<file path="src/rtl/rf_pkg.sv">
// Shared definitions for the register-file write path: widths, %g0 address, port ids.
package rf_pkg;

  localparam int unsigned ADDR_W  = 5;
  localparam int unsigned DATA_W  = 32;
  localparam int unsigned G0_ADDR = 0;

  typedef enum logic {
    PORT_A = 1'b0,
    PORT_B = 1'b1
  } port_e;

endpackage

</file>
<file path="src/rtl/rf_write_slot.sv">
// One-entry holding register for a writeback request; load wins over clear.
module rf_write_slot #(
  parameter int unsigned DATA_W = 32,
  parameter int unsigned ADDR_W = 5
) (
  input  logic              clk,
  input  logic              reset,
  input  logic              load,
  input  logic              clear,
  input  logic [ADDR_W-1:0] load_rd,
  input  logic [DATA_W-1:0] load_data,
  output logic              valid,
  output logic [ADDR_W-1:0] rd,
  output logic [DATA_W-1:0] data
);

  always_ff @(posedge clk) begin
    if (reset) begin
      valid <= 1'b0;
      rd    <= '0;
      data  <= '0;
    end else if (load) begin
      valid <= 1'b1;
      rd    <= load_rd;
      data  <= load_data;
    end else if (clear) begin
      valid <= 1'b0;
    end
  end

endmodule

</file>
<file path="src/rtl/rf_write_arbiter.sv">
// Round-robin arbitration of two writeback slots onto the single register-file write port.
module rf_write_arbiter #(
  parameter int unsigned DATA_W = rf_pkg::DATA_W,
  parameter int unsigned ADDR_W = rf_pkg::ADDR_W
) (
  input  logic              clk,
  input  logic              reset,
  input  logic              hold,
  input  logic              a_valid,
  input  logic [ADDR_W-1:0] a_rd,
  input  logic [DATA_W-1:0] a_data,
  output logic              a_ready,
  input  logic              b_valid,
  input  logic [ADDR_W-1:0] b_rd,
  input  logic [DATA_W-1:0] b_data,
  output logic              b_ready,
  output logic [ADDR_W-1:0] C,
  output logic              RF,
  output logic [DATA_W-1:0] PW,
  output logic              busy
);

  import rf_pkg::*;

  logic              a_full, b_full;
  logic [ADDR_W-1:0] a_slot_rd, b_slot_rd;
  logic [DATA_W-1:0] a_slot_data, b_slot_data;
  logic              grant_a_c, grant_b_c, grant_c;
  logic              a_load_c, b_load_c;
  logic [ADDR_W-1:0] sel_rd_c;
  logic [DATA_W-1:0] sel_data_c;
  port_e             last;

  rf_write_slot #(.DATA_W(DATA_W), .ADDR_W(ADDR_W)) u_slot_a (
    .clk       (clk),
    .reset     (reset),
    .load      (a_load_c),
    .clear     (grant_a_c),
    .load_rd   (a_rd),
    .load_data (a_data),
    .valid     (a_full),
    .rd        (a_slot_rd),
    .data      (a_slot_data)
  );

  rf_write_slot #(.DATA_W(DATA_W), .ADDR_W(ADDR_W)) u_slot_b (
    .clk       (clk),
    .reset     (reset),
    .load      (b_load_c),
    .clear     (grant_b_c),
    .load_rd   (b_rd),
    .load_data (b_data),
    .valid     (b_full),
    .rd        (b_slot_rd),
    .data      (b_slot_data)
  );

  // On a tie the port opposite to the last winner is served.
  always_comb begin
    grant_a_c = 1'b0;
    grant_b_c = 1'b0;
    if (!hold) begin
      if (a_full && b_full) begin
        if (last == PORT_B) grant_a_c = 1'b1;
        else                grant_b_c = 1'b1;
      end else begin
        grant_a_c = a_full;
        grant_b_c = b_full;
      end
    end
  end

  assign grant_c    = grant_a_c | grant_b_c;
  assign sel_rd_c   = grant_b_c ? b_slot_rd   : a_slot_rd;
  assign sel_data_c = grant_b_c ? b_slot_data : a_slot_data;

  // A slot being drained this cycle can refill at the same edge.
  assign a_ready  = !reset && (!a_full || grant_a_c);
  assign b_ready  = !reset && (!b_full || grant_b_c);
  assign a_load_c = a_valid && a_ready;
  assign b_load_c = b_valid && b_ready;

  always_ff @(posedge clk) begin
    if (reset) begin
      last <= PORT_B;
      C    <= '0;
      PW   <= '0;
      RF   <= 1'b0;
    end else begin
      RF <= 1'b0;
      if (grant_c) begin
        C    <= sel_rd_c;
        PW   <= sel_data_c;
        RF   <= (sel_rd_c != ADDR_W'(G0_ADDR));
        last <= grant_b_c ? PORT_B : PORT_A;
      end
    end
  end

  assign busy = a_full | b_full | RF;

endmodule
</file>
<file path="config.mk">
export PLATFORM = sky130hd
export DESIGN_NAME = rf_write_arbiter
export DESIGN_NICKNAME = d
export VERILOG_FILES = /design/src/rtl/rf_pkg.sv /design/src/rtl/rf_write_slot.sv /design/src/rtl/rf_write_arbiter.sv
export SDC_FILE = /design/constraint.sdc
export NUM_CORES = 1
export LEC_CHECK = 0
export BUFFER_PORTS_ARGS = -buffer_cell sky130_fd_sc_hd__buf_2
export CORE_UTILIZATION = 57
export DETAILED_ROUTE_END_ITERATION = 12
export GPL_TIMING_DRIVEN = 0
export PLACE_DENSITY = 0.85
export SLEW_MARGIN = 20
export SYNTH_ARGS = -nofsm -noshare
export SYNTH_HDL_FRONTEND = slang
export SYNTH_SLANG_ARGS = --single-unit
</file>
<file path="constraint.sdc">
create_clock -name clk -period 3.65 [get_ports clk]
set_input_delay 0.1825 -clock clk [delete_from_list [all_inputs] [get_ports clk]]
set_output_delay 0.1825 -clock clk [all_outputs]
set_load 0.01 [all_outputs]
</file>
### Word level (Yosys, flattened, before mapping)

Index checks and enable logic that the tools add are counted.

| storage, ports and cells | value |
|---|---|
| bits in registers | 115 |
| output and inout bits | 41 |
| word-level logic and storage cells | 41 |

| operators by class | value |
|---|---|
| mux-type cells | 13 |
| bitwise operators | 4 |
| reduce and logical (&&, ||, !) cells | 14 |

Operators with widths:

| operator | count |
|---|---|
| $mux W32 | 1 |
| $mux W1 | 11 |
| $logic_and A1 B1 Y1 | 5 |
| $mux W5 | 1 |
| $reduce_bool A5 Y1 | 1 |
| $reduce_bool A2 Y1 | 2 |
| $logic_not A1 Y1 | 3 |
| $or A1 B1 Y1 | 3 |
| $logic_or A1 B1 Y1 | 2 |
| $reduce_or A2 Y1 | 1 |
| $not A1 Y1 | 1 |

### Longest topological paths before layout

| logic depth | value |
|---|---|
| word-level depth | 7 |
| depth in mapped cells | 7 |
| gate-level depth less buffers | 4 |

### Cells and area by module

Synthesis repeated with hierarchy kept, for this count alone.

| unflattened totals | value |
|---|---|
| cell total of the unflattened synthesis | 394 |
| area, all modules | 4,460.5 µm² |

By module, submodules not included:

| module | instances | cells an instance | area each (µm²) | sequential area each (µm²) |
|---|---|---|---|---|
| rf_write_slot | 2 | 123 | 1,361.3 | 760.7 |
| rf_write_arbiter | 1 | 148 | 1,737.9 | 780.7 |

### Least setup slack after synthesis

OpenSTA, ideal clock, no wires.

| timing | value |
|---|---|
| path type | register -> output |
| start | register u_slot_b.valid |
| end | output port a_ready |
| arrival | 1,239 ps |
| required time | 3,467 ps |
| slack | 2,228 ps |
| cell stages (with the launch flop) | 8 |
| cells stage by stage | dfxtp_1 > buf_2 > nand2b_1 > a21boi_2 > or2_1 > buf_4 > buf_4 > inv_1 |

| on the way | value |
|---|---|
| cells in the longest elaborated chain, start to end | 5 |

Ends and longest elaborated chain:

| what | line | source |
|---|---|---|
| from (decl) | rf_write_slot.sv:12 | `output logic valid,` |
| from (signal assigned) | rf_write_slot.sv:19 | `valid <= 1'b0;` |
| from (signal assigned) | rf_write_slot.sv:23 | `valid <= 1'b1;` |
| from (signal assigned) | rf_write_slot.sv:27 | `valid <= 1'b0;` |
| $logic_and A1 B1 Y1 | rf_write_arbiter.sv:63 | `if (a_full && b_full) begin` |
| $mux W1 | rf_write_arbiter.sv:63 |  |
| $mux W1 | rf_write_arbiter.sv:62 | `if (!hold) begin` |
| $logic_or A1 B1 Y1 | rf_write_arbiter.sv:78 | `assign a_ready = !reset && (!a_full \|\| grant_a_c);` |
| $logic_and A1 B1 Y1 | rf_write_arbiter.sv:78 |  |
| to (decl) | rf_write_arbiter.sv:12 | `output logic a_ready,` |

No other way between the ends.

### Worst setup path after layout

Ends and elaborated chain as after synthesis.

==> metrics.yaml <==
fin_skew_ps: 15.48
cp_top_family: "buffers and inverters"
setup_viol: 0
async_flop_share_pct: 0
diodes: 0
reg2reg_slack_ps: 1760
critical_path_class: "flop to output port"
cp_num_buf_inv: 5
synthesis.nets: 619
via_per_inst: 6.055
synth_cell_types: 34
hold_end: "last$_SDFFE_PP1P_"
max_cap_viol_count: 0
rr_startpoint: "u_slot_b.valid$_SDFFE_PP0P_"
gp_congestion: 0.8885
total_power_uw: 3569
clkSinkCount: 115
drc_errors: 0
die-area_mm2: 0.008527
fill_cells: 385
gr-usage-all-layers_pct: 41.17
p_leak_uw: 0.002822
outcome: "complete, no violations"
fin_crit_ps: 2371
worst_ep_required_time_ps: 3470
synthTopCellsByArea: "dfxtp_1 49%, nand2_1 7.6%, o32ai_1 7.5%"
crit_path_start_kind: "flop"
num_vias: 5256
numCtsBuffers: 17
min_period_over_period_pct: 64.96
power.density_mw_per_mm2: 529.6
arrival_ps: 2190
hold_start: "hold"
peakVddDrop_v: 0.0003924
grt_first_pass_wirelength_um: 26800
cts.htree.levels: 4
insertion_delay_ps: 530
rsz0062_at_grt: "false"
netlist_instances: 540
layout-drive-gt1-share_pct: 24.02
synth_area_per_cell_um2: 8.615
critical_path.max_stage_delay_ps: 300
tightest_slew_ps: 545.7
cts_setup_buffers: 0
stdcell_area_mm2: 0.006740
synth-warning-count: 0
critical-path-slowest-cell: "dfxtp_1"
drv_slew: 0
antenna_found_initial: 0
ys_ff_latch: 115
multiInputGateArea_mm2: 0.001933
cts_resized: 0
layout.nets: 832
cts-root-buf: "clkbuf_8"
core_mm2: 0.007807
drt_wl_total_um: 17000
synth_ff_type: "dfxtp_1"
hold_viol_final: 0
synth_edf_count: 0
die_w_um: 92.34
end_kind: "output port"
wl_per_cell_um: 19.59
io_buffers: 119
place_area_mm2: 0.005375
grt_pass1_vias: 5368
ant_nets: 0
placementRows: 32
reg2reg_depth: 6
hold_depth: 4
cp_max_fo: 10
synth-seq-area-share_pct: 49.49
reg2reg_to: "u_slot_a.data[3]$_SDFFE_PP0P_"
firstDrtPassIters: 6
clk_pin_slew_ps: 60
seqCellArea_mm2: 0.002302
initial_core_util_pct: 59.58
grt_overflow_total: 0
synth_area_leader_cell: "dfxtp_1"
area_growth_pct: 44.89
ioPinCount: 120
max_freq_mhz: 421.7
fin_tns_setup_ps: 0
grt_max_degree: 17
min_path_type: "input port to flop"
die_y_um: 92.34
drt_iter0_drc: 557
cts_buffer_depth: 2
synth_top_area_share_pct: 49.49
crit_chain: "buf_2 > nand2b_1 > a21boi_2 > or2_1 > buf_4 > buf_4 > inv_1 > buf_2"
netlist_area_mm2: 0.004652
hpwl_um: 9000
cts_tree: "yes"
slew_headroom_pct: 63.62
Yosys cell counts, drive strengths merged (2+ instances only):
cell type    n
nor3         2
and2         2
nand2b      48
buf         25
o22ai        9
nor2        34
inv         51
o21ai       37
a32oi        3
a222oi       9
a311oi       5
clkbuf      21
or2          2
a21oi       12
nand2       96
a221o       20
o32ai       40
dfxtp      115
where the power goes:
| group | total, µW | internal [µW] | leakage [µW] | switching (µW) |
|---|---|---|---|---|
| Sequential | 1400 | 1340 | 0.000945 | 56.7 |
| Clock | 1740 | 1130 | 0.000290 | 617 |
| Combinational | 429 | 195 | 0.00159 | 234 |
per-stage QoR:
step,std cells,hold slack [ps],setup WS (ps),util (%)
after floorplan,540,291.1,2228,-
after global placement,761,376.6,1827,68.85
after detailed placement,761,382.3,1798,68.85
final,868,89.93,1279,86.33
after CTS,868,83.22,1354,86.33
after global routing,868,114.2,1208,86.33
state kept, by name, indices dropped and copies added (netlist names):
register / cells
C: 5
PW: 32
RF: 1
last: 1
u_slot_a.data: 32
u_slot_a.rd: 5
u_slot_a.valid: 1
u_slot_b.data: 32
u_slot_b.rd: 5
u_slot_b.valid: 1
kinds of logic (layout without fill, tap and decap cells):
logic type      after synthesis  count (layout)  synth area share (%)
buf+inv                      97             323                 8.956
compound gates              138             138                 22.32
simple gates                190             190                 19.23
flops                       115             115                 49.49
layout by cell type, fill, tap and decap left out, types with 2 or more instances in the layout:
cell type	instances
o32ai_1	40
dfxtp_1	115
buf_2	138
a221o_1	20
bufinv_16	4
nand2b_1	48
o22ai_1	9
clkinvlp_4	4
inv_1	51
a32oi_1	3
clkbuf_16	16
and2_1	2
clkbuf_2	2
nand2_1	94
buf_4	3
nor2_2	2
dlygate4sd3_1	75
clkinv_2	3
a311oi_1	5
a222oi_1	9
a21oi_1	12
o21ai_0	37
clkbuf_1	20
nand2_2	2
nor2_1	32
clkbuf_8	2
nor3_1	2
buf_6	2
metal layers:
layer	vias to the layer above	global-route usage (%)	part of all wire (%)
li1	2300	-	-
met1	2408	46.15	36
met2	431	68.21	48
met3	117	10.51	10
met4	0	28.78	6.0
met5	-	0	0
worst min-delay path, cell delays in order:
cell and delay [ps]:
buf_2 180, nor2b_4 70, nor2_1 80, o21bai_1 60
final cells by class:
| class | count | share of cell area, % |
|---|---|---|
| plain buffers | 46 | 3.341 |
| clock buffers | 19 | 6.404 |
| clock inverters | 13 | 2.710 |
| inverters | 51 | 2.840 |
| multi-input cells | 328 | 28.68 |
| flip-flops and latches | 115 | 34.16 |
| well taps | 102 | 1.893 |
| repair buffers | 194 | 19.97 |
worst max path at each step:
| stage | end | slack [ps] | cells after the start | startpoint |
|---|---|---|---|---|
| after floorplan | a_ready | 2230 | 7 | u_slot_b.valid$_SDFFE_PP0P_ |
| after global placement | b_ready | 1830 | 7 | reset |
| after detailed placement | b_ready | 1800 | 7 | reset |
| after CTS | a_ready | 1350 | 8 | u_slot_b.valid$_SDFFE_PP0P_ |
| after global routing | a_ready | 1210 | 8 | u_slot_b.valid$_SDFFE_PP0P_ |
| final | a_ready | 1280 | 8 | u_slot_b.valid$_SDFFE_PP0P_ |
repair_timing:
action | CTS | global route
endpoints found under the hold margin | 75 | 0
hold buffers | 75 | 0
endpoints found under the setup margin | 0 | 0
Power figures use the tool's default switching activity.
